## config.mk

```make
export PLATFORM = sky130hd
export DESIGN_NAME = kf8255_handshake
export DESIGN_NICKNAME = d
export VERILOG_FILES = /design/src/rtl/kf8255_handshake.sv
export SDC_FILE = /design/constraint.sdc
export NUM_CORES = 1
export LEC_CHECK = 0
export BUFFER_PORTS_ARGS = -buffer_cell sky130_fd_sc_hd__buf_2
export CAP_MARGIN = 25
export CORE_AREA = 5 5 42 44
export CTS_CLUSTER_DIAMETER = 120
export DETAILED_ROUTE_END_ITERATION = 12
export DIE_AREA = 0 0 47 49
export PLACE_DENSITY_LB_ADDON = 0.05
export SLEW_MARGIN = 5
export SYNTH_ARGS = -nofsm -noshare
export SYNTH_HDL_FRONTEND = slang
export SYNTH_SLANG_ARGS = --single-unit
```

## constraint.sdc

```tcl
create_clock -name clock -period 1 [get_ports clock]
set_clock_uncertainty 0.1 [all_clocks]
set_input_delay 0.2 -clock clock [delete_from_list [all_inputs] [get_ports clock]]
set_output_delay 0.2 -clock clock [all_outputs]
set_load 0.05 [all_outputs]
```

## src/rtl/kf8255_handshake.sv

```systemverilog
// Mode 1/2 STB#/ACK# handshake controller for one 8255 port group.
// Synchronises the strobe pins and maintains IBF, OBF#, INTR and INTE.
module kf8255_handshake #(
   parameter int GROUP_A     = 1,
   parameter int SYNC_STAGES = 2
) (
   input  logic       clock,
   input  logic       reset,
   input  logic [1:0] mode_select_reg,
   input  logic       port_io_reg,
   input  logic       update_mode,
   input  logic       read_start,
   input  logic       read_end,
   input  logic       write_start,
   input  logic       write_end,
   input  logic       inte_write,
   input  logic       inte_sel,
   input  logic       inte_value,
   input  logic       stb_n,
   input  logic       ack_n,
   output logic       strobe,
   output logic       hiz,
   output logic       ibf,
   output logic       obf_n,
   output logic       intr,
   output logic       inte1,
   output logic       inte2
);
   localparam int S = SYNC_STAGES;

   logic         clr;
   logic [S-1:0] stb_sync, ack_sync;
   logic         stb_dly, ack_dly;
   logic         stb_fall, stb_rise, ack_fall, ack_rise;
   logic         mode0, mode2, in_side, out_side;
   logic         in_set, out_set;
   logic         strobe_d, hiz_d, ibf_d, obf_n_d, intr_d, inte1_d, inte2_d;

   assign clr = reset || update_mode;

   // Synchroniser chains; the delayed copy of the last stage feeds the edge detectors.
   always_ff @(posedge clock) begin
      if (clr) begin
         stb_sync <= '1;
         ack_sync <= '1;
         stb_dly  <= 1'b1;
         ack_dly  <= 1'b1;
      end else begin
         stb_sync <= {stb_sync[S-2:0], stb_n};
         ack_sync <= {ack_sync[S-2:0], ack_n};
         stb_dly  <= stb_sync[S-1];
         ack_dly  <= ack_sync[S-1];
      end
   end

   assign stb_fall = stb_dly && !stb_sync[S-1];
   assign stb_rise = !stb_dly && stb_sync[S-1];
   assign ack_fall = ack_dly && !ack_sync[S-1];
   assign ack_rise = !ack_dly && ack_sync[S-1];

   assign mode0    = (mode_select_reg == 2'b00);
   assign mode2    = mode_select_reg[1] && (GROUP_A != 0);
   assign in_side  = mode2 || (!mode0 && !mode2 && port_io_reg);
   assign out_side = mode2 || (!mode0 && !mode2 && !port_io_reg);

   // Interrupt set conditions see an INTE bit written in the same cycle.
   assign in_set  = in_side && stb_rise && ibf && inte2_d;
   assign out_set = out_side && ack_rise && obf_n && inte1_d;

   always_comb begin
      inte1_d  = inte1;
      inte2_d  = inte2;
      if (inte_write) begin
         if (inte_sel) inte2_d = inte_value;
         else          inte1_d = inte_value;
      end
   end

   always_comb begin
      strobe_d = in_side && stb_fall;
      hiz_d    = !(mode2 && !ack_sync[S-1]);
      ibf_d    = ibf;
      obf_n_d  = obf_n;
      intr_d   = intr;
      if (mode0) begin
         ibf_d   = 1'b0;
         obf_n_d = 1'b1;
         intr_d  = 1'b0;
      end else begin
         if (in_side)
            ibf_d = stb_fall || (ibf && !read_end);
         if (out_side) begin
            if (write_end)     obf_n_d = 1'b0;
            else if (ack_fall) obf_n_d = 1'b1;
         end
         if (in_set || out_set)
            intr_d = 1'b1;
         else if ((in_side && read_start) || (out_side && write_start))
            intr_d = 1'b0;
      end
   end

   always_ff @(posedge clock) begin
      if (clr) begin
         strobe <= 1'b0;
         hiz    <= 1'b1;
         ibf    <= 1'b0;
         obf_n  <= 1'b1;
         intr   <= 1'b0;
         inte1  <= 1'b0;
         inte2  <= 1'b0;
      end else begin
         strobe <= strobe_d;
         hiz    <= hiz_d;
         ibf    <= ibf_d;
         obf_n  <= obf_n_d;
         intr   <= intr_d;
         inte1  <= inte1_d;
         inte2  <= inte2_d;
      end
   end
endmodule

```

# ---- Word level (Yosys, flattened, before mapping)
# Index checks and enable logic that the tools add are counted.
dict set report word_totals {
  ff_bits 13
  latchBits 0
  mem_bits_rw 0
  romBits 0
  inputBits 15
  memories 0
}
dict set report classes {
  add_sub_neg 0
  mul 0
  n_div 0
  n_lt_le_gt_ge 0
  n_eq_ne 0
  n_shift 0
  muxes 8
  bitwise 0
  n_reduce_logical 38
}
# cell count
set op_table {}
lappend op_table {{logical AND 1 bit} 18}
lappend op_table {{zero test 1 bit} 9}
lappend op_table {{2-to-1 mux 1 bit} 8}
lappend op_table {{logical OR 1 bit} 6}
lappend op_table {{nonzero test 2 bit} 2}
lappend op_table {{zero test 2 bit} 1}
lappend op_table {{AND reduction 2 bit} 1}
lappend op_table {{OR reduction 2 bit} 1}

# ---- Longest topological paths before layout
dict set report depth {
  ltp_word 10
  ltp_mapped 4
}

# ---- Worst setup path before layout
# No wires, ideal clock.
dict set report synth_path {
  kind {register to register}
  start {register inte1}
  end {register intr}
  setup_time_ns 0.067
  arrival_ns 1.247
  slack_ns -0.414
  path_stages_with_launch 4
  path_buffers 0
  synth_period_minus_slack_ns 1.414
  cell_sequence {dfxtp_1 -> mux2i_1 -> o32a_1 -> a21oi_2}
}
dict set report synth_via {
  elab_chain_len 5
  elab_cells_between_ends 6
  cone_classes {mux: 3; reduce/logical: 3}
}
# element line_no
set synth_lines {}
lappend synth_lines {{from (decl)} 26} ;# output logic inte1,
lappend synth_lines {{from (signal assigned)} 118} ;# inte1 <= inte1_d;
lappend synth_lines {{2-to-1 mux 1 bit} 74} ;# if (inte_sel) inte2_d = inte_value;
lappend synth_lines {{2-to-1 mux 1 bit *} 73} ;# if (inte_write) begin
lappend synth_lines {{logical AND 1 bit *} 68} ;# assign out_set = out_side && ack_rise && obf_n && inte1_d;
lappend synth_lines {{logical OR 1 bit *} 96} ;# if (in_set || out_set)
lappend synth_lines {{2-to-1 mux 1 bit or nonzero test 2 bit (tied branches)} n/a}
lappend synth_lines {{to (signal assigned)} 117} ;# intr <= intr_d;
lappend synth_lines {{to (decl)} 25} ;# output logic intr,
# Mark *: on every way between the ends. The rest lies on a longest branch, timed or not.
# A chain may end at the register's enable or synchronous reset.

# ---- Worst setup path after layout
dict set report layout_path {
  start {register ibf}
  end {output port ibf}
}
# element line_no
set layout_rtl {}
lappend layout_rtl {{from (decl)} 23} ;# output logic ibf,
lappend layout_rtl {{from (signal assigned)} 115} ;# ibf <= ibf_d;
# No word-level cell between the ends.

==> flow_summary.yaml <==
grt:
  grt_pass1_wl_um: 1710
  grt_pass1_vias: 446
  antenna_found_initial: 0
  grt_use_total_pct: 10.2
  grt_max_degree: 8
  grt_overflow: 0
critical_path:
  r2r_slack_ps: -50
  cp-startpoint: "ibf"
  crit_buf_inv: 1
  crit_family: "flip-flops"
  cp_slowest_cell: "dfxtp_2"
  reg2regPathDepth: 3
  cp.depth: 1
  required_ps: 700
  r2r-start: "inte1"
  slowest_delay_ps: 360
  crit_chain: "buf_8"
  cp_max_fo: 3
  criticalPathCategory: "register to output port"
  cp-end-kind: "output port"
  worst_ep_arrival_time_ps: 790
  start_kind: "register"
cells_and_area:
  drive_gt1_share_pct: 51.9
  fillers: 137
  reg_top3: "ack_sync x2, stb_sync x2"
  fin_area_um2: 761
  antenna_cells: 0
  layout.nets: 95
  final_core_util_pct: 54.3
  area_delta_synth_final_pct: 57.1
cts:
  htree_levels: 1
  cts_tree: "done"
  cts.sinks: 13
  clk_pin_slew_worst_paths_ps: 80
  clk_latency_ps: 270
  cts_made_buffers: 3
  root_buffer: "clkbuf_4"
  clock_path_buffers: 2
sta:
  setup_viol: 8
  worstMarginPinSlew_ps: 433
  maxSlewHeadroom_pct: 70.9
  period_share_pct: 109
  rsz0062_at_grt: "yes"
  final.min_clock_period_ps: 1090
  max_freq_ghz: 0.921
  hold_violations: 0
  fin_ws_ps: -85.5
  finalMaxSlewViolations: 0
die:
  die_w_um: 47
  io_pins: 22
  die_area_um2: 2300
  fp-row-count: 14
  core_area_um2: 1400
  start_util_pct: 34.6
  fp.dieH_um: 49
min_path:
  hold_path_depth: 2
  hold_class: "primary input to register"
  min_from: "ack_n"
placed_design:
  portBuffers: 21
  gp_congestion: 0.717
  placed_area_um2: 658
  hpwl_um: 800
synth:
  seq_area_frac_synth_pct: 53.7
  ys_warn_count: 0
  synth.area.top_cells: "dfxtp_1, or3_1, nand2b_1"
  synth_cell_types: 18
  synth_top_cell_by_area: "dfxtp_1"
  syn_inst: 49
  syn_area_per_cell_um2: 9.88
  syn-num-nets: 64
  synth_seq_cells: 13
  synth_top_area_share_pct: 53.7
  syn_area_um2: 484
detailed_routing:
  dr.pass1.iters: 2
  dr_total_vias: 449
  route.detailed.drc: 0
  drtIter0Drc: 3
  postRouteAntennaNets: 0
  routed_via_density: 4.73
  wl_per_cell_um: 11.0
  routed_wl_um: 1050
run:
  cap_violations: 0
power:
  leakagePower_uw: 0.000324
  ir_drop_mv: 0.569
  power.density_nw_per_um2: 1270
run_status:
  failed_checks: "negative setup slack"
  status: "complete, but fails checks"
-- logic make-up after synthesis --
logic type | after synthesis | synth area share (%)
flip-flops | 13 | 53.7
AND/OR/NAND/NOR | 22 | 25.3
multiplexers | 2 | 4.13
AO/OA/AOI/OAI | 11 | 16.0
buffers and inverters | 1 | 0.774
-- final cells by class --
cell class,count,area [um2],area share (%)
inverter,1,3.75,0.493
clock buffer,4,26.3,3.45
tap,16,20.0,2.63
timing repair buffer,26,205,27.0
multi-input combinational,35,229,30.1
sequential,13,277,36.3
-- synth_stat cells --
| library cell | instances |
|---|---|
| dfxtp_1 | 13 |
| or3_1 | 6 |
| nand2b_1 | 4 |
| nor2_1 | 4 |
| nand2_1 | 3 |
| a21o_1 | 2 |
| a21oi_1 | 2 |
| mux2i_1 | 2 |
| nand3b_1 | 2 |
| nor3_1 | 2 |
| o21ai_0 | 2 |
| a21oi_2 | 1 |
| a2bb2oi_1 | 1 |
| inv_1 | 1 |
| nand4b_1 | 1 |
| o21a_1 | 1 |
| o21bai_1 | 1 |
| o32a_1 | 1 |
-- timing repair --
action                                  4_1_cts  5_1_grt
buffers inserted                              0        0
cloned                                        0        0
endpoints found under the setup margin        9       10
endpoints found under the hold margin         2        0
resized for setup                            22        3
pin swaps                                     2        1
-- through the flow --
| stage | cells | TNS (ps) | setup WS [ps] | hold WS, ps | power, uW |
|---|---|---|---|---|---|
| after detailed placement | 91 | -482 | -169 | 281 | 650 |
| after floorplan | 49 | -113 | -113 | 167 | 587 |
| after CTS | 95 | -592 | -97.0 | -6.72 | 985 |
| after global placement | 91 | -528 | -151 | 278 | 650 |
| after global routing | 95 | -769 | -116 | 4.05 | 1010 |
| final | 95 | -501 | -85.5 | 7.12 | 968 |
-- worst paths after layout --
check / end
max: ibf
min: ack_sync[0]
max reg2reg: intr
min reg2reg: ack_sync[1]
-- power breakdown --
part,switching (uW),internal [uW]
clock network,165,154
registers,5.14,522
logic,57.9,63.0
total,228,740
-- routing by layer --
layer  share of wire, %  global-route usage [%]  vias up
met5                  0                       0        -
met4                1.1                    5.53        0
met3                7.4                    3.32        2
met2                 46                    15.2       13
met1                 45                    12.5      198
li1                   -                       -      236
-- layout by cell type (no fill, tap or decap), drive strengths merged, types with 2 or more instances in the layout --
cell type,synthesis,layout
buf,0,26
dfxtp,13,13
or3,6,6
nor2,4,4
nand2b,4,4
clkbuf,0,4
nand2,3,3
a21oi,3,3
nor3,2,2
a21o,2,2
nand3b,2,2
o21ai,2,2
mux2i,2,2
No activity file was read; power rests on OpenSTA's default activity.
